## src/rtl/vga_pkg.sv

```systemverilog
// vga_pkg: default 640x480@60 timing constants, counter width and axis phase type
package vga_pkg;
    localparam int CNT_W       = 10;
    localparam int H_VISIBLE_D = 640;
    localparam int H_FRONT_D   = 16;
    localparam int H_SYNC_D    = 96;
    localparam int H_BACK_D    = 48;
    localparam int V_VISIBLE_D = 480;
    localparam int V_FRONT_D   = 10;
    localparam int V_SYNC_D    = 2;
    localparam int V_BACK_D    = 33;
    localparam int H_TOTAL_D   = H_VISIBLE_D + H_FRONT_D + H_SYNC_D + H_BACK_D;
    localparam int V_TOTAL_D   = V_VISIBLE_D + V_FRONT_D + V_SYNC_D + V_BACK_D;
    typedef enum logic [1:0] {ACTIVE, FRONT, SYNC, BACK} phaseT;
endpackage

```

## src/rtl/vga_timing_gen_if.sv

```systemverilog
// vga_timing_gen_if: timing outputs shared by the generator and the character/pixel stages
// (blink exists only with VGA_BLINK_EN)
interface vga_timing_gen_if;
    import vga_pkg::*;
    logic [CNT_W-1:0] HorizontalCounter;
    logic [CNT_W-1:0] VerticalCounter;
    phaseT hPhase;
    phaseT vPhase;
    logic hsync;
    logic vsync;
    logic display_enable;
    logic line_start;
    logic frame_start;
`ifdef VGA_BLINK_EN
    logic blink;
    modport master(output HorizontalCounter, VerticalCounter, hPhase, vPhase, hsync, vsync,
                   display_enable, line_start, frame_start, blink);
    modport slave(input HorizontalCounter, VerticalCounter, hPhase, vPhase, hsync, vsync,
                  display_enable, line_start, frame_start, blink);
`else
    modport master(output HorizontalCounter, VerticalCounter, hPhase, vPhase, hsync, vsync,
                   display_enable, line_start, frame_start);
    modport slave(input HorizontalCounter, VerticalCounter, hPhase, vPhase, hsync, vsync,
                  display_enable, line_start, frame_start);
`endif
endinterface

```

## src/rtl/vga_axis_gen.sv

```systemverilog
// vga_axis_gen: one timing axis -- wrapping counter, phase FSM and registered sync decode
module vga_axis_gen
    import vga_pkg::*;
#(
    parameter int VISIBLE_LEN     = H_VISIBLE_D,
    parameter int FRONT_LEN       = H_FRONT_D,
    parameter int SYNC_LEN        = H_SYNC_D,
    parameter int BACK_LEN        = H_BACK_D,
    parameter bit SYNC_ACTIVE_LOW = 1'b1
) (
    input  logic             clock25,
    input  logic             reset,
    input  logic             advance,
    output logic [CNT_W-1:0] count,
    output phaseT            phase,
    output logic             wrap,
    output logic             sync,
    output logic             visible
);
    localparam int TOTAL = VISIBLE_LEN + FRONT_LEN + SYNC_LEN + BACK_LEN;
    localparam logic [CNT_W-1:0] LAST     = CNT_W'(TOTAL - 1);
    localparam logic [CNT_W-1:0] FRONT_AT = CNT_W'(VISIBLE_LEN);
    localparam logic [CNT_W-1:0] SYNC_AT  = CNT_W'(VISIBLE_LEN + FRONT_LEN);
    localparam logic [CNT_W-1:0] BACK_AT  = CNT_W'(VISIBLE_LEN + FRONT_LEN + SYNC_LEN);
    localparam logic [1:0] ST_ACTIVE = 2'(ACTIVE);
    localparam logic [1:0] ST_FRONT  = 2'(FRONT);
    localparam logic [1:0] ST_SYNC   = 2'(SYNC);
    localparam logic [1:0] ST_BACK   = 2'(BACK);

    if (TOTAL > (1 << CNT_W)) begin : totalTooLarge
        $error("vga_axis_gen: axis total %0d does not fit a %0d-bit counter", TOTAL, CNT_W);
    end

    logic [CNT_W-1:0] countNext;
    logic [1:0] state, stateNext;

    // >= rather than == so a corrupted out-of-range count wraps on its next advance
    assign wrap      = advance && (count >= LAST);
    assign countNext = wrap ? '0 : count + CNT_W'(advance);
    assign stateNext = countNext == '0      ? ST_ACTIVE :
                       countNext == FRONT_AT ? ST_FRONT  :
                       countNext == SYNC_AT  ? ST_SYNC   :
                       countNext == BACK_AT  ? ST_BACK   : state;
    // next-state decode: the top registers it alongside the counters
    assign visible   = stateNext == ST_ACTIVE;
    assign phase     = phaseT'(state);

    always_ff @(posedge clock25 or posedge reset) begin
        if (reset) begin
            count <= '0;
            state <= ST_ACTIVE;
            sync  <= SYNC_ACTIVE_LOW;
        end else begin
            count <= countNext;
            state <= stateNext;
            sync  <= (stateNext == ST_SYNC) ^ SYNC_ACTIVE_LOW;
        end
    end
endmodule

```

## src/rtl/vga_timing_gen.sv

```systemverilog
// vga_timing_gen: 640x480@60 pixel timing generator with zero-skew registered outputs
// (VGA_BLINK_EN adds a 32-frame blink output)
module vga_timing_gen
    import vga_pkg::*;
#(
    parameter int H_VISIBLE       = H_VISIBLE_D,
    parameter int H_FRONT         = H_FRONT_D,
    parameter int H_SYNC          = H_SYNC_D,
    parameter int H_BACK          = H_BACK_D,
    parameter int V_VISIBLE       = V_VISIBLE_D,
    parameter int V_FRONT         = V_FRONT_D,
    parameter int V_SYNC          = V_SYNC_D,
    parameter int V_BACK          = V_BACK_D,
    parameter bit SYNC_ACTIVE_LOW = 1'b1
) (
    input logic              clock25,
    input logic              reset,
    vga_timing_gen_if.master vga
);
    logic hWrap, vWrap, hVisible, vVisible;

    vga_axis_gen #(
        .VISIBLE_LEN(H_VISIBLE), .FRONT_LEN(H_FRONT), .SYNC_LEN(H_SYNC), .BACK_LEN(H_BACK),
        .SYNC_ACTIVE_LOW(SYNC_ACTIVE_LOW)
    ) hAxis (
        .clock25(clock25), .reset(reset), .advance(1'b1),
        .count(vga.HorizontalCounter), .phase(vga.hPhase), .wrap(hWrap),
        .sync(vga.hsync), .visible(hVisible)
    );

    vga_axis_gen #(
        .VISIBLE_LEN(V_VISIBLE), .FRONT_LEN(V_FRONT), .SYNC_LEN(V_SYNC), .BACK_LEN(V_BACK),
        .SYNC_ACTIVE_LOW(SYNC_ACTIVE_LOW)
    ) vAxis (
        .clock25(clock25), .reset(reset), .advance(hWrap),
        .count(vga.VerticalCounter), .phase(vga.vPhase), .wrap(vWrap),
        .sync(vga.vsync), .visible(vVisible)
    );

    always_ff @(posedge clock25 or posedge reset) begin
        if (reset) begin
            vga.display_enable <= 1'b0;
            vga.line_start     <= 1'b0;
            vga.frame_start    <= 1'b0;
        end else begin
            vga.display_enable <= hVisible && vVisible;
            vga.line_start     <= hWrap;
            vga.frame_start    <= hWrap && vWrap;
        end
    end

`ifdef VGA_BLINK_EN
    logic [4:0] frameCount;

    always_ff @(posedge clock25 or posedge reset) begin
        if (reset) begin
            frameCount <= '0;
            vga.blink  <= 1'b0;
        end else if (hWrap && vWrap) begin
            frameCount <= frameCount + 5'd1;
            vga.blink  <= (&frameCount) ? ~vga.blink : vga.blink;
        end
    end
`endif
endmodule

```

## src/flat_wrapper.sv

```systemverilog
// flat-port wrapper written by rule: the top's interface ports become plain ports
module vga_timing_gen_flat import vga_pkg::*;
#(
    parameter int H_VISIBLE       = H_VISIBLE_D,
    parameter int H_FRONT         = H_FRONT_D,
    parameter int H_SYNC          = H_SYNC_D,
    parameter int H_BACK          = H_BACK_D,
    parameter int V_VISIBLE       = V_VISIBLE_D,
    parameter int V_FRONT         = V_FRONT_D,
    parameter int V_SYNC          = V_SYNC_D,
    parameter int V_BACK          = V_BACK_D,
    parameter bit SYNC_ACTIVE_LOW = 1'b1
)
  (clock25, reset, vga_HorizontalCounter, vga_VerticalCounter, vga_hPhase, vga_vPhase, vga_hsync, vga_vsync, vga_display_enable, vga_line_start, vga_frame_start);
  vga_timing_gen_if vga_i ();
  input logic clock25;
  input logic reset;
  output wire logic [$bits(vga_i.HorizontalCounter)-1:0] vga_HorizontalCounter;
  output wire logic [$bits(vga_i.VerticalCounter)-1:0] vga_VerticalCounter;
  output wire logic [$bits(vga_i.hPhase)-1:0] vga_hPhase;
  output wire logic [$bits(vga_i.vPhase)-1:0] vga_vPhase;
  output wire logic [$bits(vga_i.hsync)-1:0] vga_hsync;
  output wire logic [$bits(vga_i.vsync)-1:0] vga_vsync;
  output wire logic [$bits(vga_i.display_enable)-1:0] vga_display_enable;
  output wire logic [$bits(vga_i.line_start)-1:0] vga_line_start;
  output wire logic [$bits(vga_i.frame_start)-1:0] vga_frame_start;
  assign vga_HorizontalCounter = vga_i.HorizontalCounter;
  assign vga_VerticalCounter = vga_i.VerticalCounter;
  assign vga_hPhase = vga_i.hPhase;
  assign vga_vPhase = vga_i.vPhase;
  assign vga_hsync = vga_i.hsync;
  assign vga_vsync = vga_i.vsync;
  assign vga_display_enable = vga_i.display_enable;
  assign vga_line_start = vga_i.line_start;
  assign vga_frame_start = vga_i.frame_start;
  vga_timing_gen #(.H_VISIBLE(H_VISIBLE), .H_FRONT(H_FRONT), .H_SYNC(H_SYNC), .H_BACK(H_BACK), .V_VISIBLE(V_VISIBLE), .V_FRONT(V_FRONT), .V_SYNC(V_SYNC), .V_BACK(V_BACK), .SYNC_ACTIVE_LOW(SYNC_ACTIVE_LOW)) u_core (.clock25(clock25), .reset(reset), .vga(vga_i));
endmodule
```

## config.mk

```make
export PLATFORM = sky130hd
export DESIGN_NAME = vga_timing_gen_flat
export DESIGN_NICKNAME = d
export VERILOG_FILES = /design/src/rtl/vga_pkg.sv /design/src/rtl/vga_timing_gen_if.sv /design/src/rtl/vga_axis_gen.sv /design/src/rtl/vga_timing_gen.sv /design/src/flat_wrapper.sv
export SDC_FILE = /design/constraint.sdc
export NUM_CORES = 1
export LEC_CHECK = 0
export BUFFER_PORTS_ARGS = -buffer_cell sky130_fd_sc_hd__buf_2
export CORE_ASPECT_RATIO = 1.5
export CORE_MARGIN = 2
export CORE_UTILIZATION = 40
export CTS_CLUSTER_SIZE = 10
export DETAILED_ROUTE_END_ITERATION = 10
export GPL_ROUTABILITY_DRIVEN = 0
export GPL_TIMING_DRIVEN = 0
export HOLD_SLACK_MARGIN = 0.15
export PLACE_DENSITY = 0.62
export REMOVE_ABC_BUFFERS = 1
export SLEW_MARGIN = 20
export SYNTH_ARGS = -nofsm -noshare
export SYNTH_HDL_FRONTEND = slang
export SYNTH_SLANG_ARGS = --single-unit
```

## constraint.sdc

```tcl
create_clock -name clock25 -period 8.7 [get_ports clock25]
set_input_delay 2.61 -clock clock25 [delete_from_list [all_inputs] [get_ports clock25]]
set_output_delay 2.61 -clock clock25 [all_outputs]
set_load 0.1 [all_outputs]
```

; Word level (Yosys, flattened, before mapping)
; Cells that the tools add are included.
[totals]
ff_bits = 29
input_bits = 2
output_inout_bits = 29
[op_classes]
add_sub_neg = 2
n_lt_le_gt_ge = 2
eq_ne = 8
muxes = 10
bitwise = 2
n_reduce_logical = 7
[ops]
columns = cell, n
row1 = "10-bit equality test, second input constant", 3
row2 = "10-bit by 9-bit equality test with 1-bit output, second input constant", 3
row3 = "10-bit greater-or-equal comparator, second input constant", 2
row4 = 10-bit zero test, 2
row5 = 10-bit 2-to-1 mux, 2
row6 = 2-bit 2-to-1 mux, 8
row7 = 10-bit by 1-bit adder with 10-bit output, 1
row8 = "10-bit by 1-bit adder with 10-bit output, second input constant", 1
row9 = "2-bit equality test, second input constant", 2
row10 = 2-bit zero test, 2
row11 = 1-bit logical AND, 3
row12 = 1-bit inverter, 2

; Longest topological paths before layout
; Gate-level depths: netlist of the first run.
[depth]
depth_word = 10
depth_mapped = 14
mapped_depth_nobuf = 12

; Modules after synthesis
; From an unflattened synthesis of the first run, not the netlist that was laid out.
[hier_totals]
cells_unflattened = 192
hier_area_um2 = 1910.6
[by_module_without_submodules]
columns = mod, n_inst, cells_per_inst, area_each_um2
row1 = vga_axis_gen (u_core.hAxis), 1, 92, 923.4
row2 = vga_axis_gen (u_core.vAxis), 1, 93, 892.1
row3 = vga_timing_gen, 1, 7, 95.1

; Worst setup path after synthesis of the first run
; OpenSTA, ideal clock, no wires.
[synth_path]
kind = reg-to-reg
start = reg u_core.hAxis.count[0]
end = reg u_core.vga.display_enable
setup_ns = 0.132
arrival_ns = 4.070
required_ns = 8.568
path_slack_ns = 4.498
path_stages_with_launch = 15
n_path_buf = 2
path_cell_list = dfrtp_1 -> ha_1 -> nand4_1 -> a21oi_1 -> clkbuf_1 -> ha_1 -> ha_1 -> and3_1 -> clkbuf_1 -> a32oi_1 -> o32a_1 -> nor4_4 -> a21oi_2 -> nor3_4 -> nor4_2
[synth_via]
elab_chain_len = 10
word_cells_on_any_way = 25
cone_classes = add/sub (2) / order compare (1) / eq/ne (6) / mux (10) / reduce/logical (6)
[synth_rtl]
columns = item, line_no
row1 = "start, declared", vga_axis_gen.sv:14  ; output logic [CNT_W-1:0] count,
row2 = "start signal, assigned", vga_axis_gen.sv:54  ; count <= countNext;
row3 = 10-bit greater-or-equal comparator (*), vga_axis_gen.sv:38  ; assign wrap = advance && (count >= LAST);
row4 = named net u_core.hAxis.wrap, vga_axis_gen.sv:16  ; output logic wrap,
row5 = 10-bit by 1-bit adder with 10-bit output or 1-bit logical AND (tied branches), "vga_axis_gen.sv:39, vga_axis_gen.sv:38"
row6 = 10-bit 2-to-1 mux (*), vga_axis_gen.sv:39  ; assign countNext = wrap ? '0 : count + CNT_W'(advance);
row7 = 10-bit by 9-bit equality test with 1-bit output, vga_axis_gen.sv:43  ; countNext == BACK_AT ? ST_BACK : state;
row8 = 2-bit 2-to-1 mux, vga_axis_gen.sv:43
row9 = 2-bit 2-to-1 mux, vga_axis_gen.sv:42  ; countNext == SYNC_AT ? ST_SYNC :
row10 = 2-bit 2-to-1 mux, vga_axis_gen.sv:41  ; countNext == FRONT_AT ? ST_FRONT :
row11 = 2-bit 2-to-1 mux (*), vga_axis_gen.sv:40  ; assign stateNext = countNext == '0 ? ST_ACTIVE :
row12 = named net u_core.vAxis.stateNext[1], vga_axis_gen.sv:35  ; logic [1:0] state, stateNext;
row13 = 2-bit zero test (*), vga_axis_gen.sv:45  ; assign visible = stateNext == ST_ACTIVE;
row14 = 1-bit logical AND (*), vga_timing_gen.sv:46  ; vga.display_enable <= hVisible && vVisible;
row15 = "end signal, assigned", vga_timing_gen.sv:46
row16 = "end, declared", vga_timing_gen_if.sv:22  ; display_enable, line_start, frame_start);
; Mark *: on every way through the listed nets, which the timed path passes. The rest lies on a longest branch.

; Worst setup path after layout of the first run
[layout_path]
start = reg u_core.hAxis.count[0]
end = reg u_core.vga.display_enable
[layout_via]
elab_chain_len = 10
word_cells_on_any_way = 25
cone_classes = add/sub (2) / order compare (1) / eq/ne (6) / mux (10) / reduce/logical (6)
[layout_rtl]
columns = item, line_no
row1 = 10-bit greater-or-equal comparator (*), vga_axis_gen.sv:38
row2 = 10-bit by 1-bit adder with 10-bit output or 1-bit logical AND (tied branches), "vga_axis_gen.sv:39, vga_axis_gen.sv:38"
row3 = 10-bit 2-to-1 mux (*), vga_axis_gen.sv:39
row4 = 10-bit by 9-bit equality test with 1-bit output, vga_axis_gen.sv:43
row5 = 2-bit 2-to-1 mux, vga_axis_gen.sv:43
row6 = 2-bit 2-to-1 mux, vga_axis_gen.sv:42
row7 = 2-bit 2-to-1 mux, vga_axis_gen.sv:41
row8 = 2-bit 2-to-1 mux (*), vga_axis_gen.sv:40
row9 = named net u_core.vAxis.stateNext[0], vga_axis_gen.sv:35
row10 = 2-bit zero test (*), vga_axis_gen.sv:45
row11 = 1-bit logical AND (*), vga_timing_gen.sv:46
; Marks and branches as above.

==> impl_metrics.yaml, run 1 <==
synth:
  ys_types: 54
  synth_cells: 187
  synth_edf_count: 0
  ys_ff_latch: 29
  yosys.area.top_type: "dfrtp_1"
  async_flop_share: 1.00
  syn_avg_cell_area_sq_um: 9.35
  synthTopCellsByArea: "dfrtp_1, nor2_1, xnor2_1"
  yosysSeqAreaShare: 0.416
  yosys.area.top_type_share: 0.386
  ys_warn_count: 0
  netlist_area_sq_um: 1750
  synthFlopType: "dfrtp_1"
job:
  cap_viol_max_count: 0
global_route:
  grt_pass1_wl_um: 6950
  grt-ovfl-total: 0
  grt_usage: 0.180
  grt_pass1_vias: 1516
  grt_start_max_net_pins: 30
  antenna_found_initial: 0
detailed_routing:
  postRouteAntennaNets: 0
  viasPerCell: 5.81
  firstDrtPassIters: 4
  wl_per_cell_um: 14.8
  wl_um: 3860
  drc: 0
  initialDrtViolationCount: 90
  vias: 1516
clocking:
  cts.hold.buffers_added: 0
  path_clk_slew_ns: 0.07
  cts_tree: "done"
  cts_resized: 0
  worstSkewPairLatency_ns: 0.28
  root_buffer: "clkbuf_8"
  htreeDepth: 2
  cts_sinks: 29
  clockBufferDepth: 2
  numCtsBuffers: 5
  post_cts_buffers: 0
sta:
  rsz0062_at_grt: "false"
  fin_worst_skew_ns: 0.00459
  period_share: 0.463
  worstMarginPinSlew_ns: 0.615
  final_hold_viol_count: 0
  post-route-min-period_ns: 4.03
  setup_violations: 0
  fin_setup_tns_ns: 0
  max_freq_mhz: 248
  maxSlewHeadroom: 0.589
  drv_slew: 0
pwr:
  power_density_nw_per_um2: 123
  ir_drop_mv: 0.112
  p_total_mw: 0.246
  leakage_nw: 0.912
floorplanning:
  dieArea_sq_um: 4930
  die_h_um: 85.0
  rows: 29
  start_util: 0.416
  coreArea_sq_um: 4210
  io_pins: 31
  die_w_um: 58.0
placement:
  numPortBuffers: 30
  dp_hpwl_um: 2820
  placed_cell_area_sq_um: 1910
finish:
  stdcell_area_sq_um: 2000
  syn_to_final_growth_pct: 14.1
  final_nets: 219
  antenna_cells: 0
  final_cell_mix: "buf_2, dfrtp_1, nor2_1"
  finalCoreUtilization: 0.474
  drive_above_1_share: 0.237
  final_common_cell: "buf_2"
setup_path:
  crit_required_ns: 8.85
  worst-setup-path-type: "reg2reg"
  end_kind: "flop"
  start_kind: "flop"
  path_max_fanout: 13
  cp.arrival_ns: 4.18
hold_path:
  hp-class: "reg2reg"
status:
  status: "complete, no violations"
[flip-flops by register name, summed over array words and instances (netlist names)]
register,flops
u_core.vga.display_enable,1
u_core.vga.frame_start,1
u_core.hAxis.count,10
u_core.vga.line_start,1
u_core.vAxis.phase,2
u_core.vAxis.count,10
u_core.hAxis.phase,2
u_core.vAxis.sync,1
u_core.hAxis.sync,1
[critical path, cell delays in order (launching register included)]
cell and delay, ns:
dfrtp_1 0.51, ha_1 0.34, nand4_1 0.26, a21oi_2 0.58, ha_1 0.38, ha_1 0.26
xnor2_1 0.31, inv_1 0.13, nor4b_1 0.46, or3_1 0.18, a21oi_1 0.05, a311oi_1 0.35
nor4_2 0.09
[Yosys cell counts (2+ instances only)]
library cell  count
buf_2             2
a21oi_1          10
dfstp_2           2
o31ai_1           2
ha_1              3
o21a_1            2
and4_1            3
a21boi_0          3
dfrtp_1          27
xor2_1            6
nor4b_1           2
or3_1             5
nand3_1           6
xnor2_1           8
nor3b_1           3
or4b_4            2
a22oi_1           2
nor3_1            8
o21ai_0           4
inv_1             5
nand2_1          12
nand2b_1          2
nand4_1           5
nor2_1           23
clkbuf_1          7
nor4_1            3
nor2b_1           3
[final cells by class]
cell class	count	area, sq um
clock buffers	6	72.6
clock inverters	2	10.0
fillers	429	2210
inverters	5	18.8
multi-input cells	143	958
flip-flops and latches	29	728
well taps	46	57.6
repair buffers	30	150
[power breakdown]
group	leakage, nW	total (mW)	switching, mW	internal [mW]
Sequential	0.379	0.135	0	0.135
Clock	0.0450	0.108	0.0525	0.0553
Combinational	0.488	0.00285	0.00264	0.000205
Total	0.912	0.246	0.0552	0.190
[per-layer routing]
layer  up-vias  track usage  wire, um  part of all wire
met1       725        0.217      1600              0.41
met4         0       0.0909       117             0.030
met3         9       0.0290       140             0.036
met2        39        0.305      2010              0.52
met5         -            0         0                 0
li1        743            -         -                 -
[logic make-up (layout without fill, tap and decap cells)]
family | Yosys count | after routing | share of synthesized area
AOI/OAI and AO/OA | 37 | 37 | 0.145
xor gates and xnor gates | 14 | 14 | 0.0701
adders and majority gates | 3 | 3 | 0.0215
buffers and inverters | 15 | 43 | 0.0379
DFF | 29 | 29 | 0.416
muxes | 2 | 2 | 0.0122
and+or+nand+nor | 87 | 87 | 0.297
[through the flow]
stage	instances	setup WS, ns	hold slack [ns]
global route	261	4.21	0.637
floorplan	177	4.48	1.03
CTS	261	4.36	0.596
global placement	253	4.36	0.575
detailed placement	253	4.37	0.581
finish	261	4.67	0.595
[final timing paths]
| path | endpoint | slack (ns) | start | cells after the start |
|---|---|---|---|---|
| max in group asynchronous | u_core.hAxis.count[1] | 5.89 | reset | 2 |
| min in group asynchronous | u_core.hAxis.count[3] | 2.40 | reset | 2 |
| min | u_core.vAxis.sync | 0.59 | u_core.vAxis.phase[0] | 2 |
| max | u_core.vga.display_enable | 4.67 | u_core.hAxis.count[0] | 12 |
| min reg2reg | u_core.vAxis.sync | 0.59 | u_core.vAxis.phase[0] | 2 |
| max reg2reg | u_core.vga.display_enable | 4.67 | u_core.hAxis.count[0] | 12 |
Note: power is estimated with default switching activity, not from simulation.
==> run 2: changes to the inputs <==
- PLACE_DENSITY: 0.62 -> 0.65
- clock period: 8.7 -> 3.7 ns (I/O delays scaled with it)
==> run 2 against run 1 <==
  * Sequential power increased by 130%
  * Critical path depth unchanged
  * Sequential share of layout area decreased by 0.72 points
  * Via count decreased by 1.4%
  * Maximum frequency increased by 17%
  * Combinational power increased by 140%
  * Clock power increased by 130%
  * Clock skew increased by 0.0013 ns
  * First-iteration DRC count decreased by 13%
  * Critical path type unchanged
  * Highest routed layer unchanged
==> impl_metrics.yaml, run 2 (synthesis gave the netlist of run 1 again) <==
clocking:
  clockBufferDepth: 2
  htreeDepth: 2
  cts_sinks: 29
  cts_tree: "done"
  worstSkewPairLatency_ns: 0.28
  cts.hold.buffers_added: 0
  root_buffer: "clkbuf_8"
  path_clk_slew_ns: 0.06
  numCtsBuffers: 5
floorplanning:
  dieArea_sq_um: 4930
  io_pins: 31
  rows: 29
  die_h_um: 85.0
  start_util: 0.416
  die_w_um: 58.0
  coreArea_sq_um: 4210
hold_path:
  hp-class: "reg2reg"
  min_to: "u_core.hAxis.sync"
  whs_path_depth: 2
  min_from: "u_core.hAxis.phase[0]"
sta:
  setup_ws_ns: 0.260
  fin_worst_skew_ns: 0.00594
  period_share: 0.930
  drv_slew: 0
  worstMarginPinSlew_ns: 0.662
  max_freq_mhz: 291
  post-route-min-period_ns: 3.44
  final_hold_viol_count: 0
  rsz0062_at_grt: "false"
  setup_violations: 0
  maxSlewHeadroom: 0.556
  fin_setup_tns_ns: 0
finish:
  drive_above_1_share: 0.263
  stdcell_count: 263
  multi_input_area_sq_um: 983
  syn_to_final_growth_pct: 16.4
  largestRegisters: "u_core.hAxis.count x10, u_core.vAxis.count x10"
  register_area_sq_um: 728
  final_nets: 221
  final_cell_mix: "buf_2, dfrtp_1, nor2_1"
  n_fill_cell: 420
  antenna_cells: 0
  final_common_cell: "buf_2"
global_route:
  antenna_found_initial: 0
  grt-ovfl-total: 0
  grt_usage: 0.181
  grt_start_max_net_pins: 30
  grt_pass1_wl_um: 6760
  grt_pass1_vias: 1416
setup_path:
  start_kind: "flop"
  r2r_cells: 12
  path_max_fanout: 10
  cp.arrival_ns: 3.60
  crit_required_ns: 3.86
  reg2reg_slack_ns: 0.26
  reg2reg_from: "u_core.hAxis.count[0]"
  worst-setup-path-type: "reg2reg"
  end_kind: "flop"
  r2r_end: "u_core.vga.display_enable"
placement:
  dpl_worst_slack_ns: -0.623
  dp_hpwl_um: 2850
  numPortBuffers: 30
  place_inst: 253
pwr:
  p_total_mw: 0.571
  ir_drop_mv: 0.261
  power_density_nw_per_um2: 280
  leakage_nw: 0.925
detailed_routing:
  viasPerCell: 5.68
  firstDrtPassIters: 4
  wl_um: 3960
  postRouteAntennaNets: 0
  drc: 0
  vias: 1495
  wl_per_cell_um: 15.1
  initialDrtViolationCount: 78
job:
  cap_viol_max_count: 0
status:
  status: "complete, no violations"
-- run 2: cell types whose count changed in the layout (fill, tap and decap cells not counted) --
| cell | before | now |
|---|---|---|
| a21oi_2 | 2 | 1 |
| nor4b_1 | 2 | 1 |
| ha_1 | 3 | 2 |
| nor2_1 | 23 | 22 |
| a21oi_4 | 0 | 1 |
| buf_4 | 0 | 2 |
| nor4b_2 | 0 | 1 |
| nor2_2 | 0 | 1 |
| a311oi_2 | 0 | 1 |
| a311oi_1 | 1 | 0 |
| ha_2 | 0 | 1 |
-- run 2: routing by layer --
metal | track usage | routed length [um] | part of all wire | vias up
li1 | - | - | - | 741
met1 | 0.221 | 1650 | 0.42 | 707
met2 | 0.303 | 2060 | 0.52 | 38
met3 | 0.0335 | 143 | 0.036 | 9
met4 | 0.0846 | 102 | 0.026 | 0
met5 | 0 | 0 | 0 | -
-- run 2: power by group --
part	internal, mW	switching [mW]	leakage, nW	total [mW]
Combinational	0.000482	0.00623	0.501	0.00671
Clock	0.130	0.117	0.0450	0.247
Sequential	0.317	0	0.379	0.317
-- run 2: worst max path at each step --
stage,startpoint,to,slack [ns]
2_1_floorplan,u_core.hAxis.count[0],u_core.vga.display_enable,-0.52
3_3_place_gp,u_core.hAxis.count[0],u_core.vga.display_enable,-0.61
3_5_place_dp,u_core.hAxis.count[0],u_core.vga.display_enable,-0.62
4_1_cts,u_core.hAxis.count[0],u_core.vga.display_enable,0.07
5_1_grt,u_core.hAxis.count[0],u_core.vga.display_enable,0.02
6_report,u_core.hAxis.count[0],u_core.vga.display_enable,0.26
-- run 2: area by class of cell --
class,count,area share
well taps,46,0.0283
clock buffers,6,0.0356
multi-input cells,143,0.483
repair buffers,32,0.0811
flip-flops and latches,29,0.358
clock inverters,2,0.00492
inverters,5,0.00922
-- run 2: what timing repair did --
action	in CTS	in global routing
gates resized for setup	2	4
pin swaps	1	1
endpoints found under the setup margin	4	4
buffers inserted	1	1
-- run 2: critical path: stages, from the launching register on --
cell and delay [ns]:
dfrtp_1 0.51, ha_2 0.30, nand4_1 0.19, a21oi_4 0.22, ha_1 0.28, ha_1 0.28, and3_1 0.36, a32oi_1 0.15
o32a_1 0.23, nor4_4 0.40, a21oi_2 0.12, nor3_4 0.22, nor4_2 0.05
-- run 2: metrics by stage --
stage	instance area [sq um]	utilization	hold WS (ns)
2_1_floorplan	1700	-	1.03
3_3_place_gp	1910	0.454	0.572
3_5_place_dp	1910	0.454	0.550
4_1_cts	2010	0.478	0.560
5_1_grt	2040	0.484	0.615
6_report	2040	0.484	0.552
